===== config.mk =====
export PLATFORM = sky130hd
export DESIGN_NAME = password_lock_n
export DESIGN_NICKNAME = d
export VERILOG_FILES = /design/src/rtl/password_lock_n_pkg.sv /design/src/rtl/password_lock_n_press_edge.sv /design/src/rtl/password_lock_n.sv
export SDC_FILE = /design/constraint.sdc
export NUM_CORES = 1
export LEC_CHECK = 0
export CORE_ASPECT_RATIO = 0.5
export CORE_UTILIZATION = 55
export DETAILED_ROUTE_END_ITERATION = 6
export DONT_BUFFER_PORTS = 1
export GPL_TIMING_DRIVEN = 0
export PLACE_DENSITY = 0.7
export SYNTH_ARGS = -nofsm -noshare
export SYNTH_HDL_FRONTEND = slang
export SYNTH_SLANG_ARGS = --single-unit

===== constraint.sdc =====
create_clock -name clk -period 4.71 [get_ports clk]
set_input_delay 0.2355 -clock clk [delete_from_list [all_inputs] [get_ports clk]]
set_output_delay 0.2355 -clock clk [all_outputs]
set_load 0.05 [all_outputs]

===== src/rtl/password_lock_n_pkg.sv =====
// Shared types and helpers for the N-digit keypad lock.
// Holds the controller state encoding and the hex-digit 7-segment decoder.
package password_lock_n_pkg;

    typedef enum logic [2:0] {
        ST_ENTRY  = 3'd0,
        ST_CHECK  = 3'd1,
        ST_OPEN   = 3'd2,
        ST_LOCKED = 3'd3,
        ST_PROG   = 3'd4
    } state_t;

    localparam int DIGIT_W = 4;
    localparam int SEG_W   = 7;

    // Segments are active-high, ordered {g,f,e,d,c,b,a}; A-F use the usual hex glyphs.
    function automatic logic [SEG_W-1:0] seg7(input logic [DIGIT_W-1:0] v);
        logic [SEG_W-1:0] s;
        case (v)
            4'h0:    s = 7'h3F;
            4'h1:    s = 7'h06;
            4'h2:    s = 7'h5B;
            4'h3:    s = 7'h4F;
            4'h4:    s = 7'h66;
            4'h5:    s = 7'h6D;
            4'h6:    s = 7'h7D;
            4'h7:    s = 7'h07;
            4'h8:    s = 7'h7F;
            4'h9:    s = 7'h6F;
            4'hA:    s = 7'h77;
            4'hB:    s = 7'h7C;
            4'hC:    s = 7'h39;
            4'hD:    s = 7'h5E;
            4'hE:    s = 7'h79;
            default: s = 7'h71;
        endcase
        return s;
    endfunction

endpackage


===== src/rtl/password_lock_n_press_edge.sv =====
// Rising-edge detector for the debounced enter button.
// One strobe per press no matter how long the button is held.
module press_edge (
    input  logic clk,
    input  logic rst,
    input  logic level,
    output logic strobe
);

    logic level_q;

    // NOTE: sequential state always uses non-blocking assignment so every flop samples pre-edge values.
    always_ff @(posedge clk) begin
        if (!rst) begin
            level_q <= 1'b0;
        end else begin
            level_q <= level;
        end
    end

    assign strobe = level & ~level_q;

endmodule


===== src/rtl/password_lock_n.sv =====
// N-digit keypad lock: compare-at-end entry, retry limit with timed lockout,
// auto-relocking open window and in-place code reprogramming.
module password_lock_n
    import password_lock_n_pkg::*;
#(
    parameter int                    N_DIGITS      = 4,
    parameter logic [N_DIGITS*4-1:0] DEFAULT_PWD   = 16'h1512,
    parameter int                    MAX_TRIES     = 3,
    parameter int                    LOCK_CYCLES   = 50000000,
    parameter int                    OPEN_CYCLES   = 250000000,
    parameter int                    ENTRY_TIMEOUT = 250000000
) (
    input  logic                  clk,
    input  logic                  rst,
    input  logic                  enter,
    input  logic [3:0]            digit_in,
    input  logic                  clear,
    input  logic                  prog,
    output logic                  admitted,
    output logic                  locked_out,
    output logic                  fail,
    output logic [3:0]            tries_left,
    output logic [N_DIGITS:0]     status,
    output logic [7*N_DIGITS-1:0] disp,
    output logic [6:0]            din
);

    localparam int CW     = N_DIGITS * DIGIT_W;
    localparam int IW     = $clog2(N_DIGITS);
    localparam int MAX_LO = (LOCK_CYCLES > OPEN_CYCLES) ? LOCK_CYCLES : OPEN_CYCLES;
    localparam int MAX_T  = (MAX_LO > ENTRY_TIMEOUT) ? MAX_LO : ENTRY_TIMEOUT;
    localparam int TW     = (MAX_T > 2) ? $clog2(MAX_T) : 1;

    localparam logic [TW-1:0] LOAD_LOCK  = TW'(LOCK_CYCLES - 1);
    localparam logic [TW-1:0] LOAD_OPEN  = TW'(OPEN_CYCLES - 1);
    localparam logic [TW-1:0] LOAD_ENTRY = TW'(ENTRY_TIMEOUT - 1);
    localparam logic [IW-1:0] LAST_IDX   = IW'(N_DIGITS - 1);
    localparam logic [3:0]    TRIES_INIT = 4'(MAX_TRIES);

    state_t                           state;
    logic   [IW-1:0]                  idx;
    logic   [N_DIGITS-1:0][DIGIT_W-1:0] entry;
    logic   [N_DIGITS-1:0][DIGIT_W-1:0] shadow;
    logic   [N_DIGITS-1:0][DIGIT_W-1:0] shadow_next;
    logic   [N_DIGITS-1:0][DIGIT_W-1:0] shown;
    logic   [CW-1:0]                  code;
    logic   [TW-1:0]                  timer;
    logic   [3:0]                     tries_q;
    logic                             fail_q;
    logic                             strobe;

    press_edge u_press_edge (
        .clk    (clk),
        .rst    (rst),
        .level  (enter),
        .strobe (strobe)
    );

    // Entered digit 0 is the first one typed, which lives in the MSBs of a code word.
    function automatic logic [CW-1:0] to_word(input logic [N_DIGITS-1:0][DIGIT_W-1:0] d);
        logic [CW-1:0] w;
        w = '0;
        for (int i = 0; i < N_DIGITS; i++) begin
            w[(N_DIGITS-1-i)*DIGIT_W +: DIGIT_W] = d[i];
        end
        return w;
    endfunction

    // NOTE: every always_comb output gets a full default first so no latch can be inferred.
    always_comb begin
        shadow_next      = shadow;
        shadow_next[idx] = digit_in;
    end

    always_ff @(posedge clk) begin
        if (!rst) begin
            state   <= ST_ENTRY;
            idx     <= '0;
            entry   <= '0;
            shadow  <= '0;
            code    <= DEFAULT_PWD;
            tries_q <= TRIES_INIT;
            timer   <= '0;
            fail_q  <= 1'b0;
        end else begin
            fail_q <= 1'b0;
            case (state)
                ST_ENTRY: begin
                    // Abort and idle expiry both win over a strobe arriving in the same cycle.
                    if (clear || (timer == '0 && idx != '0)) begin
                        idx   <= '0;
                        entry <= '0;
                        timer <= LOAD_ENTRY;
                    end else if (strobe) begin
                        entry[idx] <= digit_in;
                        timer      <= LOAD_ENTRY;
                        if (idx == LAST_IDX) begin
                            idx   <= '0;
                            state <= ST_CHECK;
                        end else begin
                            idx <= idx + IW'(1);
                        end
                    end else if (timer == '0) begin
                        timer <= LOAD_ENTRY;
                    end else begin
                        timer <= timer - TW'(1);
                    end
                end

                ST_CHECK: begin
                    if (to_word(entry) == code) begin
                        state   <= ST_OPEN;
                        tries_q <= TRIES_INIT;
                        timer   <= LOAD_OPEN;
                    end else begin
                        fail_q <= 1'b1;
                        entry  <= '0;
                        if (tries_q <= 4'd1) begin
                            tries_q <= 4'd0;
                            state   <= ST_LOCKED;
                            timer   <= LOAD_LOCK;
                        end else begin
                            tries_q <= tries_q - 4'd1;
                            state   <= ST_ENTRY;
                            timer   <= LOAD_ENTRY;
                        end
                    end
                end

                ST_LOCKED: begin
                    if (timer == '0) begin
                        state   <= ST_ENTRY;
                        tries_q <= TRIES_INIT;
                        timer   <= LOAD_ENTRY;
                    end else begin
                        timer <= timer - TW'(1);
                    end
                end

                ST_OPEN: begin
                    if (clear || timer == '0) begin
                        state <= ST_ENTRY;
                        idx   <= '0;
                        entry <= '0;
                        timer <= LOAD_ENTRY;
                    end else if (prog) begin
                        // Timer is left untouched: the open window does not run while programming.
                        state  <= ST_PROG;
                        idx    <= '0;
                        shadow <= '0;
                    end else begin
                        timer <= timer - TW'(1);
                    end
                end

                ST_PROG: begin
                    if (clear) begin
                        state <= ST_ENTRY;
                        idx   <= '0;
                        entry <= '0;
                        timer <= LOAD_ENTRY;
                    end else if (strobe) begin
                        shadow <= shadow_next;
                        if (idx == LAST_IDX) begin
                            code  <= to_word(shadow_next);
                            state <= ST_ENTRY;
                            idx   <= '0;
                            entry <= '0;
                            timer <= LOAD_ENTRY;
                        end else begin
                            idx <= idx + IW'(1);
                        end
                    end
                end

                default: begin
                    state <= ST_ENTRY;
                    idx   <= '0;
                    entry <= '0;
                    timer <= LOAD_ENTRY;
                end
            endcase
        end
    end

    assign admitted   = (state == ST_OPEN);
    assign locked_out = (state == ST_LOCKED);
    assign fail       = fail_q;
    assign tries_left = tries_q;

    always_comb begin
        status = '0;
        for (int i = 0; i < N_DIGITS; i++) begin
            status[i] = (state == ST_ENTRY || state == ST_PROG) && (idx == IW'(i));
        end
        status[N_DIGITS] = (state == ST_OPEN);
    end

    // While programming, the displays follow the new code being typed.
    assign shown = (state == ST_PROG) ? shadow : entry;

    for (genvar g = 0; g <= N_DIGITS; g++) begin : g_seg
        if (g < N_DIGITS) begin : g_disp
            assign disp[g*SEG_W +: SEG_W] = seg7(shown[g]);
        end else begin : g_din
            assign din = seg7(digit_in);
        end
    end

endmodule

==> flow_summary.json, run 1 <==
{
  "run_status": "finished, final reports clean",
  "dp_hpwl_mm": 12.4,
  "hold_viol": 0,
  "via_count": 5705,
  "placement.io_buffers": 0,
  "power_density_nw_per_um2": 276,
  "synth_top_flop_cell": "sky130_fd_sc_hd__dfxtp_1",
  "crit_path_cell_chain": "clkbuf_1, and2_1, clkbuf_1, clkbuf_1, nand2_1, o21ai_0, inv_1, ha_1, nand2_1, o21ai_0, a22oi_1",
  "number_of_sinks_handled_by_clock_tree_synthesis": 87,
  "worst_slew_margin_rel": 0.142,
  "worstSetupEndpointType": "primary output",
  "hold_path_class": "input port to flip-flop",
  "post_cts.resized_instances": 0,
  "yosys.cell_types.count": 72,
  "initialDrtViolationCount": 490,
  "detail_route.first_pass.iterations": 7,
  "synth_edf_count": 0,
  "drt-total-wl_mm": 17.0,
  "synth_top_cell_area_share": 0.287,
  "multiplexer_area_fraction_after_synthesis": 0.0585,
  "wire_per_inst_um": 19.0,
  "grt_max_degree": 15,
  "worstPathMaxFanout": 10,
  "synth_seq_area_share": 0.287,
  "netlist_area_um2": 6070,
  "synth.most_common_cell": "sky130_fd_sc_hd__dfxtp_1",
  "clk_pin_slew_ns": 0.06,
  "clock_tree.buffer_depth": 2,
  "gp_routability_congestion": 0.867,
  "tritoncts": "yes",
  "final_cells": 898,
  "n_antenna_cell": 0,
  "worstSkewPairLatency_ns": 0.34,
  "post_synth_and_or_nand_nor_area_fraction": 0.202,
  "io_pins": 56,
  "worst-slew-pin-transition_ns": 1.28,
  "global_route.overflow_total": 0,
  "setup_repair_after_global_routing_missed_its_margin": "no",
  "synth_cells": 742,
  "crit_type": "flip-flop to primary output",
  "synthesized_area_per_cell_um2": 8.19,
  "worstPathArrival_ns": 4.03,
  "netlist.top_cell.by_area": "sky130_fd_sc_hd__dfxtp_1",
  "power.leakage_nw": 2.50,
  "post-route-period-util": 0.905,
  "placed_area_um2": 6250,
  "synth_top_family_by_area": "compound AO/OA/AOI/OAI gates",
  "master_of_the_slowest_instance_on_the_critical_path": "sky130_fd_sc_hd__a22oi_1",
  "synth.area.top_cells": "sky130_fd_sc_hd__dfxtp_1 (29%), sky130_fd_sc_hd__ha_1 (8.9%), sky130_fd_sc_hd__a21oi_1 (4.7%)",
  "max_capacitance_violation_count": 0,
  "worst-endpoint-required_ns": 4.47,
  "cts-root-buf": "sky130_fd_sc_hd__clkbuf_16",
  "clock_tree.htree_level_count": 3,
  "design.die.area_um2": 11500,
  "synth-compound-area-share": 0.276,
  "synth.top_cells.by_count": "sky130_fd_sc_hd__dfxtp_1 (87), sky130_fd_sc_hd__nor2_1 (65), sky130_fd_sc_hd__a21oi_1 (57)",
  "achievable-frequency_mhz": 235,
  "setup_tns_ns": 0,
  "postCtsHoldBufs": 0,
  "timing.critical_path.mode_cell": "sky130_fd_sc_hd__clkbuf_1",
  "synth-xor-area-share": 0.0260,
  "post-cts-setup-buffer-count": 0,
  "setup_viol": 0,
  "nets": 805,
  "ys_async_sr_fraction": 0,
  "detail_route.vias_per_cell": 6.35,
  "synth_adder_area_share": 0.0886,
  "vias_in_the_first_global_route": 5245,
  "grt_usage": 0.307,
  "core_um2": 10500,
  "detail_route.drc_violations": 0,
  "fin_worst_skew_ns": 0.00686,
  "area_delta_synth_final_pct": 8.08,
  "post-route-min-period_ns": 4.26,
  "ant_nets": 0,
  "drv_slew": 0,
  "antenna_found_initial": 0,
  "chipHeight_um": 76.3,
  "cts_buffers": 9,
  "cpPeakStageDelay_ns": 0.86,
  "synthesis.yosys.warnings": 0,
  "fp.dieW_um": 151,
  "fin_area_um2": 6560,
  "place.detailed.instances": 882,
  "num_rows": 26,
  "post_route_cells_drive_above_1_share": 0.0739,
  "ys_ff_latch": 87,
  "synth_fp_nets": 794,
  "worst_vdd_rail_ir_drop_mv": 0.169,
  "global_route_wire_length_before_repair_mm": 27.8,
  "worst_setup_path_start_kind": "flip-flop",
  "starting_density_of_the_core": 0.580
}
worst max-delay path: cells and delay by family (launching register included):
| family | cells | cell delay (ns) |
|---|---|---|
| simple gates | 3 | 0.36 |
| flops | 1 | 0.34 |
| compound gates | 3 | 1.22 |
| buf+inv | 4 | 1.40 |
| fa+ha+maj | 1 | 0.36 |
report_power, final:
part	switching (mW)	leakage [nW]	internal [mW]	total (mW)
Sequential	0.0294	0.709	0.756	0.785
Combinational	0.177	1.64	0.0797	0.257
Clock	0.305	0.154	0.466	0.771
Total	0.512	2.50	1.30	1.81
metal layers:
metal,GRT usage,share of wire
met1,0.427,0.48
met4,0.0930,0.020
met2,0.479,0.44
met3,0.0593,0.061
met5,0,0
worst paths after layout:
| path | end | slack, ns | cells after the start | startpoint |
|---|---|---|---|---|
| max | disp[22] | 0.45 | 11 | state[2] |
| min | u_press_edge.level_q | 0.02 | 1 | enter |
| min reg2reg | timer[12] | 0.47 | 2 | timer[12] |
| max reg2reg | entry[6] | 1.72 | 7 | state[2] |
registers in the layout, summed over array words and instances, names as in the netlist:
register,count
entry,16
state,3
idx,2
timer,28
fail,1
code,16
tries_left,4
shadow,16
u_press_edge.level_q,1
per-stage QoR:
step | total power, mW | setup slack (ns) | hold WS, ns | utilization
after detailed placement | 1.05 | 0.856 | 0.360 | 0.597
after CTS | 1.81 | 0.474 | 0.0217 | 0.627
after global placement | 1.05 | 0.904 | 0.365 | 0.597
after floorplan | 0.998 | 1.44 | 0.357 | -
after global routing | 1.88 | 0.0991 | 0.0256 | 0.627
final | 1.81 | 0.449 | 0.0242 | 0.627
area by class of cell:
cell class	count	area [um^2]
plain buffers	51	218
clock inverters	5	82.6
fillers	937	3910
well taps	140	175
inverters	42	158
multi-input cells	562	3960
clock buffers	11	233
flip-flops and latches	87	1740
logic make-up (layout without fill, tap and decap cells):
logic type / Yosys count / in the layout
AOI/OAI and AO/OA: 230 / 230
xor gates and xnor gates: 18 / 18
adders and majority gates: 43 / 43
buffers and inverters: 93 / 109
DFF: 87 / 87
muxes: 31 / 31
and+or+nand+nor: 240 / 240
placed cells by master, fill, tap and decap left out, types with 7 or more instances in the layout:
| master | Yosys | final |
|---|---|---|
| sky130_fd_sc_hd__nor4_1 | 7 | 7 |
| sky130_fd_sc_hd__inv_1 | 41 | 41 |
| sky130_fd_sc_hd__nand3_1 | 16 | 16 |
| sky130_fd_sc_hd__or3_1 | 10 | 10 |
| sky130_fd_sc_hd__nand2_1 | 55 | 55 |
| sky130_fd_sc_hd__o211ai_1 | 9 | 9 |
| sky130_fd_sc_hd__a21oi_1 | 57 | 57 |
| sky130_fd_sc_hd__clkbuf_16 | 0 | 9 |
| sky130_fd_sc_hd__mux2i_1 | 22 | 22 |
| sky130_fd_sc_hd__clkbuf_1 | 41 | 43 |
| sky130_fd_sc_hd__nor2_1 | 65 | 65 |
| sky130_fd_sc_hd__nand4_1 | 10 | 10 |
| sky130_fd_sc_hd__dfxtp_1 | 87 | 87 |
| sky130_fd_sc_hd__o22a_1 | 8 | 8 |
| sky130_fd_sc_hd__a31oi_1 | 15 | 15 |
| sky130_fd_sc_hd__nor2b_1 | 8 | 8 |
| sky130_fd_sc_hd__and2_1 | 11 | 11 |
| sky130_fd_sc_hd__o221ai_1 | 9 | 9 |
| sky130_fd_sc_hd__xnor2_1 | 17 | 17 |
| sky130_fd_sc_hd__a211oi_1 | 10 | 10 |
| sky130_fd_sc_hd__nand2b_1 | 10 | 10 |
| sky130_fd_sc_hd__a22o_1 | 8 | 8 |
| sky130_fd_sc_hd__ha_1 | 43 | 43 |
| sky130_fd_sc_hd__a32o_1 | 24 | 24 |
| sky130_fd_sc_hd__o21ai_0 | 36 | 35 |
| sky130_fd_sc_hd__nor3_1 | 21 | 21 |
| sky130_fd_sc_hd__a311oi_1 | 9 | 9 |
No activity file was read; power rests on OpenSTA's default activity.
==> run 2: changes to the inputs <==
--- a/config.mk
+++ b/config.mk
@@ -11,6 +11,8 @@
 export DONT_BUFFER_PORTS = 1
 export GPL_TIMING_DRIVEN = 0
 export PLACE_DENSITY = 0.7
+export RECOVER_POWER = 50
+export SLEW_MARGIN = 20
 export SYNTH_ARGS = -nofsm -noshare
 export SYNTH_HDL_FRONTEND = slang
 export SYNTH_SLANG_ARGS = --single-unit
==> flow_summary.json, run 2 (synthesized netlist as in run 1, its figures left out) <==
{
  "worst_slew_margin_rel": -0.198,
  "design.die.area_um2": 11500,
  "largest_reg_flops": 28,
  "vias_in_the_first_global_route": 5316,
  "wire_per_inst_um": 19.0,
  "master_of_the_slowest_instance_on_the_critical_path": "sky130_fd_sc_hd__a22oi_1",
  "post-route-min-period_ns": 4.27,
  "hold_viol": 0,
  "fin_worst_skew_ns": 0.00561,
  "worst-slew-pin-transition_ns": 1.78,
  "worst_setup_path_start_kind": "flip-flop",
  "clk_pin_slew_ns": 0.06,
  "worstSkewPairLatency_ns": 0.34,
  "worst_vdd_rail_ir_drop_mv": 0.156,
  "io_pins": 56,
  "initialDrtViolationCount": 416,
  "global_route_wire_length_before_repair_mm": 27.7,
  "clock_tree.htree_level_count": 3,
  "worstPathMaxFanout": 10,
  "power_density_nw_per_um2": 269,
  "power.leakage_nw": 2.45,
  "post_route_cells_drive_above_1_share": 0.0607,
  "design_power_total_mw": 1.74,
  "placed_area_um2": 6250,
  "worstSetupEndpointType": "primary output",
  "worstPathArrival_ns": 4.03,
  "n_antenna_cell": 0,
  "drt-total-wl_mm": 17.1,
  "whs_path_depth": 1,
  "starting_density_of_the_core": 0.580,
  "global_route.overflow_total": 0,
  "most_flops_register": "timer",
  "crit_type": "flip-flop to primary output",
  "antenna_found_initial": 0,
  "via_count": 5667,
  "min_to": "u_press_edge.level_q",
  "cts-root-buf": "sky130_fd_sc_hd__clkbuf_16",
  "clock_tree.buffer_depth": 2,
  "nets": 805,
  "detail_route.vias_per_cell": 6.31,
  "area_delta_synth_final_pct": 6.45,
  "detail_route.drc_violations": 0,
  "timing.rr.start": "timer[6]",
  "failed_checks": "capacitance limit, slew limit",
  "num_rows": 26,
  "dp_hpwl_mm": 12.4,
  "tritoncts": "yes",
  "crit_path_cell_chain": "buf_2, nor2_1, and2_0, clkbuf_1, clkbuf_1, nand2_1, o21ai_0, inv_1, ha_1, nand2_1, o21ai_0, a22oi_1",
  "chipHeight_um": 76.3,
  "postCtsHoldBufs": 0,
  "setup_viol": 0,
  "timing.reg2reg.setup_slack_ns": 0.72,
  "number_of_sinks_handled_by_clock_tree_synthesis": 87,
  "cpPeakStageDelay_ns": 0.86,
  "reg2regPathDepth": 6,
  "worst-endpoint-required_ns": 4.47,
  "crit-reg2reg-capture": "tries_left[3]",
  "min-delay-start": "enter",
  "fp.dieW_um": 151,
  "cts_buffers": 9,
  "hold_path_class": "input port to flip-flop",
  "post-cts-setup-buffer-count": 0,
  "grt_usage": 0.308,
  "placement.io_buffers": 0,
  "fin_area_um2": 6460,
  "setup_slack_ns": 0.441,
  "ant_nets": 0,
  "max_capacitance_violation_count": 2,
  "setup_tns_ns": 0,
  "run_status": "finished, violations left",
  "post_cts.resized_instances": 0,
  "drv_slew": 11,
  "detail_route.first_pass.iterations": 5,
  "mostFrequentLayoutCell": "sky130_fd_sc_hd__dfxtp_1",
  "core_um2": 10500,
  "post-route-period-util": 0.906,
  "dpl_ws_ns": 0.851,
  "gp_routability_congestion": 0.867,
  "achievable-frequency_mhz": 234,
  "layout_common_cells": "sky130_fd_sc_hd__dfxtp_1 (87), sky130_fd_sc_hd__nor2_1 (65), sky130_fd_sc_hd__a21oi_1 (58)",
  "setup_repair_after_global_routing_missed_its_margin": "no",
  "grt_max_degree": 16
}
run 2: stage by stage:
step	instances	utilization	hold slack, ns
2_1_floorplan	742	-	0.357
3_3_place_gp	882	0.597	0.365
3_5_place_dp	882	0.597	0.362
4_1_cts	898	0.625	0.00945
5_1_grt	898	0.617	0.0149
6_report	898	0.617	0.0161
run 2: layer usage:
metal / up-vias / share of wire / GRT usage
met5: - / 0 / 0
met2: 172 / 0.44 / 0.482
li1: 2760 / - / -
met3: 24 / 0.062 / 0.0725
met4: 0 / 0.015 / 0.0790
met1: 2711 / 0.48 / 0.425
run 2: worst max-delay path: cells and delay by family, from the launching register on:
kind / cells / cell delay (ns)
compound gates: 3 / 1.22
buf+inv: 4 / 1.15
simple gates: 4 / 0.64
fa+ha+maj: 1 / 0.36
flops: 1 / 0.33
run 2: cell type report:
cell class	instances	area, um^2
clock buffer	11	253
inverter	42	158
fill	979	4010
sequential	87	1740
clock inverter	5	40.0
tap	140	175
buffer	51	211
multi-input combinational	562	3890
run 2: worst max-delay path by stage:
| stage | slack (ns) | start | to |
|---|---|---|---|
| 2_1_floorplan | 1.44 | state[0] | disp[1] |
| 3_3_place_gp | 0.90 | state[2] | disp[1] |
| 3_5_place_dp | 0.85 | state[2] | disp[1] |
| 4_1_cts | 0.47 | state[0] | disp[1] |
| 5_1_grt | 0.1 | state[0] | disp[22] |
| 6_report | 0.44 | state[0] | disp[22] |
run 2: where the power goes:
part	internal (mW)	switching (mW)	leakage, nW
combinational	0.0779	0.175	1.60
sequential	0.756	0.0292	0.709
clock	0.390	0.312	0.135
total	1.22	0.516	2.45
